===== src/rtl/sync_fifo_param.sv =====
// Parametrised single-clock FIFO with occupancy count, programmable almost flags,
// read+write at full, and a synchronous flush. All outputs are registered.
module sync_fifo_param #(
    parameter int WIDTH     = 8,
    parameter int ADDR_W    = 4,
    parameter int AF_THRESH = 14,
    parameter int AE_THRESH = 2
) (
    input  logic              clk,
    input  logic              rst,
    input  logic              clr,
    input  logic              we,
    input  logic              re,
    input  logic [WIDTH-1:0]  din,
    output logic [WIDTH-1:0]  dout,
    output logic              empty,
    output logic              full,
    output logic              almost_empty,
    output logic              almost_full,
    output logic [ADDR_W:0]   count,
    output logic              wr_err,
    output logic              rd_err
);

    localparam int DEPTH = 1 << ADDR_W;
    localparam int CNT_W = ADDR_W + 1;

    logic [WIDTH-1:0]  mem [DEPTH];
    logic [ADDR_W-1:0] wr_ptr;
    logic [ADDR_W-1:0] rd_ptr;
    logic              wr_ok;
    logic              rd_ok;
    logic [CNT_W-1:0]  count_next;

    // Occupancy after one edge; a simultaneous accepted read and write cancel.
    function automatic logic [CNT_W-1:0] next_count(
        input logic [CNT_W-1:0] c,
        input logic             w,
        input logic             r
    );
        logic [CNT_W-1:0] n;
        n = c;
        if (w && !r)
            n = c + CNT_W'(1);
        else if (r && !w)
            n = c - CNT_W'(1);
        return n;
    endfunction

    function automatic logic is_full(input logic [CNT_W-1:0] c);
        return c == CNT_W'(DEPTH);
    endfunction

    function automatic logic is_almost_full(input logic [CNT_W-1:0] c);
        return c >= CNT_W'(AF_THRESH);
    endfunction

    function automatic logic is_almost_empty(input logic [CNT_W-1:0] c);
        return c <= CNT_W'(AE_THRESH);
    endfunction

    // A write at full is legal only when paired with a read, which frees the slot.
    always_comb begin
        rd_ok      = re & ~empty;
        wr_ok      = we & (~full | re);
        count_next = next_count(count, wr_ok, rd_ok);
    end

    // Storage is not reset; pointers alone define which entries are live.
    always_ff @(posedge clk) begin
        if (rst && !clr && wr_ok)
            mem[wr_ptr] <= din;
    end

    always_ff @(posedge clk) begin
        if (!rst) begin
            wr_ptr       <= '0;
            rd_ptr       <= '0;
            count        <= '0;
            empty        <= 1'b1;
            full         <= 1'b0;
            almost_empty <= 1'b1;
            almost_full  <= 1'b0;
            wr_err       <= 1'b0;
            rd_err       <= 1'b0;
            dout         <= '0;
        end else if (clr) begin
            // Flush keeps the last word on dout.
            wr_ptr       <= '0;
            rd_ptr       <= '0;
            count        <= '0;
            empty        <= 1'b1;
            full         <= 1'b0;
            almost_empty <= 1'b1;
            almost_full  <= 1'b0;
            wr_err       <= 1'b0;
            rd_err       <= 1'b0;
        end else begin
            if (wr_ok)
                wr_ptr <= wr_ptr + ADDR_W'(1);
            if (rd_ok) begin
                rd_ptr <= rd_ptr + ADDR_W'(1);
                dout   <= mem[rd_ptr];
            end
            count        <= count_next;
            empty        <= (count_next == '0);
            full         <= is_full(count_next);
            almost_empty <= is_almost_empty(count_next);
            almost_full  <= is_almost_full(count_next);
            wr_err       <= we & full & ~re;
            rd_err       <= re & empty;
        end
    end

endmodule

===== config.mk =====
export PLATFORM = sky130hd
export DESIGN_NAME = sync_fifo_param
export DESIGN_NICKNAME = d
export VERILOG_FILES = /design/src/rtl/sync_fifo_param.sv
export SDC_FILE = /design/constraint.sdc
export NUM_CORES = 1
export LEC_CHECK = 0
export BUFFER_PORTS_ARGS = -buffer_cell sky130_fd_sc_hd__buf_2
export CAP_MARGIN = 15
export CORE_UTILIZATION = 40
export CTS_CLUSTER_DIAMETER = 40
export DETAILED_ROUTE_END_ITERATION = 16
export PLACE_DENSITY = 0.58
export SLEW_MARGIN = 10
export SYNTH_ARGS = -nofsm -noshare
export SYNTH_HDL_FRONTEND = slang
export SYNTH_SLANG_ARGS = --single-unit
export TNS_END_PERCENT = 20

===== constraint.sdc =====
create_clock -name clk -period 3.3 [get_ports clk]
set_clock_uncertainty 0.1 [all_clocks]
set_input_delay 0.165 -clock clk [delete_from_list [all_inputs] [get_ports clk]]
set_output_delay 0.165 -clock clk [all_outputs]
set_load 0.01 [all_outputs]

==> results.yml <==
status:
  status: "finished clean"
clock_tree:
  cts_buffer_depth: 2
  cts_tree: "yes"
  cts_buffers: 17
  htreeDepth: 4
  cts_sinks: 155
  clk_latency_ns: 0.42
  cts_resized: 0
  cts_root_buffer: "clkbuf_16"
  path_clk_slew_ns: 0.06
place:
  place_congestion: 0.875
  dpl.hpwl_um: 8240
  numPortBuffers: 31
  place_worst_setup_slack_ns: 1.09
  placed_area_sq_um: 6590
pwr:
  p_leak_nw: 2.39
  swShare_pct: 19.3
  power_frac_seq_pct: 51.7
  ir_drop_uv: 409
  pwr_density_cell_nw_per_um2: 578
  combPwrFrac_pct: 3.1
  p_sw_w: 0.000800
  p_int_w: 0.00334
  clkPwrFrac_pct: 45.2
global_routing:
  globalRouteOverflowTotal: 0
  grt_pass1_vias: 3296
  grt_pass1_wl_um: 19600
  grt_usage_pct: 17.0
  antenna_found_initial: 0
  grt_start_max_net_pins: 24
worst_setup_path:
  crit_path_max_fanout: 17
  regToRegSetupSlack_ns: 1.11
  cp.required_ns: 3.50
  startpoint_type: "flip-flop"
  slowest_delay_ns: 0.72
  worstSetupPathType: "reg -> reg"
  path_buf_inv: 1
  crit_arrival_ns: 2.38
  cp_slowest_cell: "dfxtp_1"
  cp-end-kind: "flip-flop"
  worstPathCellList: "buf_4, mux4_2, a22o_1, nor2_1, o22ai_1"
  crit_family: "flip-flops"
synthesis:
  yosys.area.top_type_share_pct: 61.6
  synth_area_leaders: "edfxtp_1 62%, mux4_2 12%, dfxtp_1 8.7%, a22o_1 2.2%, and2_1 1.8%"
  synth_area_per_cell_sq_um: 17.1
  yosysWarnings: 0
  synthTopCellsByCount: "128 x edfxtp_1, 32 x mux4_2, 27 x dfxtp_1, 27 x nor2_1"
  syn_inst: 364
  synth-seq-cells: 155
  synth_edf_count: 128
  yosys.cell_types.count: 41
  synth_ff_type: "edfxtp_1"
  seq_area_frac_synth_pct: 70.3
  async_reset_ff_share_pct: 0
  yosys.area.top_type: "edfxtp_1"
  synthesis.area_sq_um: 6240
  synth_most_common_cell: "edfxtp_1"
  syn-num-nets: 384
routing:
  drc: 0
  wl_um: 12700
  ant_nets: 0
  first_pass_iters: 5
  drtIter0Drc: 230
  viasPerCell: 5.41
  wl_per_cell_um: 21.0
  num_vias: 3276
layout:
  register_area_sq_um: 4390
  drive_gt1_share_pct: 24.0
  fill_cells: 1310
  syn2layout_area_growth_pct: 14.8
  nNetsFinal: 425
  final_area_sq_um: 7160
  final_util_pct: 47.1
  antenna_cells: 0
  multiInputGateArea_sq_um: 1730
sta:
  clock.fmax_mhz: 458
  final.setup.worst_slack_ns: 1.11
  setup_violations: 0
  post-route-period-util_pct: 66.2
  maxSlewViolCount: 0
  finalCriticalPeriod_ns: 2.19
  timing.setup.tns_ns: 0
  slew_headroom_pct: 48.2
  rsz0062_at_grt: "false"
  hold_viol: 0
  whs_ns: 0.0335
  max_slew.worst_pin.slew_ns: 0.776
floorplan:
  dieArea_sq_um: 16100
  die_w_um: 127
  core_sq_um: 15200
  fp.dieH_um: 127
  rows: 45
  ios: 32
  initial_core_util_pct: 41.0
job:
  max_cap_viol_count: 0
min_path:
  hold_class: "in -> reg"
-- per-stage QoR --
step                cells  power [W]
floorplan             364    0.00225
finish                605    0.00414
CTS                   605    0.00417
global route          605    0.00425
detailed placement    573    0.00231
global placement      573    0.00230
-- timing repair --
action | in CTS | in global routing
hold buffers | 1 | 0
hold endpoints to repair | 1 | 0
setup endpoints to repair | 0 | 0
buffers inserted | 0 | 0
-- path summary, 6_finish.rpt --
path         startpoint         to  cells after the start
max           rd_ptr[1]    dout[7]                      5
max reg2reg   rd_ptr[1]    dout[7]                      5
min              din[6]  mem[1][6]                      1
min reg2reg     dout[2]    dout[2]                      2
-- flip-flops by register name, indices dropped and copies added (netlist names) --
signal and flops:
wr_ptr 4, almost_full 1, count 5, almost_empty 1, empty 1, wr_err 1, rd_err 1, rd_ptr 4
dout 8, mem 128, full 1
-- final cells by class --
type	count	share of cell area [%]
clock buffer	19	6.05
sequential	155	61.3
timing repair buffer	37	3.01
clock inverter	12	1.82
multi-input combinational	187	24.2
inverter	7	0.367
tap	188	3.29
-- power by group through the flow --
stage               clock network, W   logic, W  registers (W)
floorplan                          0  0.0000712        0.00218
global placement                   0   0.000126        0.00218
detailed placement                 0   0.000127        0.00218
CTS                          0.00190   0.000129        0.00214
global route                 0.00198   0.000141        0.00214
finish                       0.00187   0.000128        0.00214
-- routing by layer --
layer / vias to the layer above / track usage (%) / share of wire [%]
met5: - / 0 / 0
met4: 0 / 7.14 / 1.5
met3: 14 / 3.63 / 4.9
met2: 96 / 27.6 / 49
met1: 1646 / 22.2 / 44
li1: 1520 / - / -
-- kinds of logic (layout without fill, tap and decap cells) --
| family | count (synthesis) | count (layout) | synth area share [%] |
|---|---|---|---|
| XOR/XNOR | 6 | 6 | 0.843 |
| buffers and inverters | 22 | 75 | 1.91 |
| flip-flops | 155 | 155 | 70.3 |
| multiplexers | 32 | 32 | 11.6 |
| AO/OA/AOI/OAI | 49 | 49 | 6.08 |
| AND/OR/NAND/NOR | 93 | 93 | 7.92 |
| adder cells (fa/ha/maj) | 7 | 7 | 1.40 |
-- worst reg2reg max path: cells and delay by family, from the launching register on --
kind | cells | cell delay (ns)
simple gates | 1 | 0.12
buf+inv | 1 | 0.41
flops | 1 | 0.72
mux | 1 | 0.36
compound gates | 2 | 0.36
-- placed cells by master, fill, tap and decap left out, types with 3 or more instances in the layout --
| cell | instances |
|---|---|
| nor4_1 | 3 |
| xnor2_1 | 4 |
| a21o_1 | 3 |
| a22o_1 | 16 |
| nand4_1 | 4 |
| nor3_1 | 6 |
| edfxtp_1 | 128 |
| o211ai_1 | 3 |
| nor2b_1 | 4 |
| buf_4 | 4 |
| and2_1 | 18 |
| mux4_2 | 32 |
| buf_2 | 31 |
| a21oi_1 | 8 |
| nand2b_1 | 4 |
| inv_1 | 7 |
| clkinv_1 | 6 |
| dfxtp_1 | 26 |
| clkbuf_16 | 17 |
| nor2_1 | 27 |
| nand3_1 | 3 |
| ha_1 | 7 |
| bufinv_16 | 3 |
| nand2_1 | 18 |
| o22ai_1 | 8 |
Power figures use the tool's default switching activity.
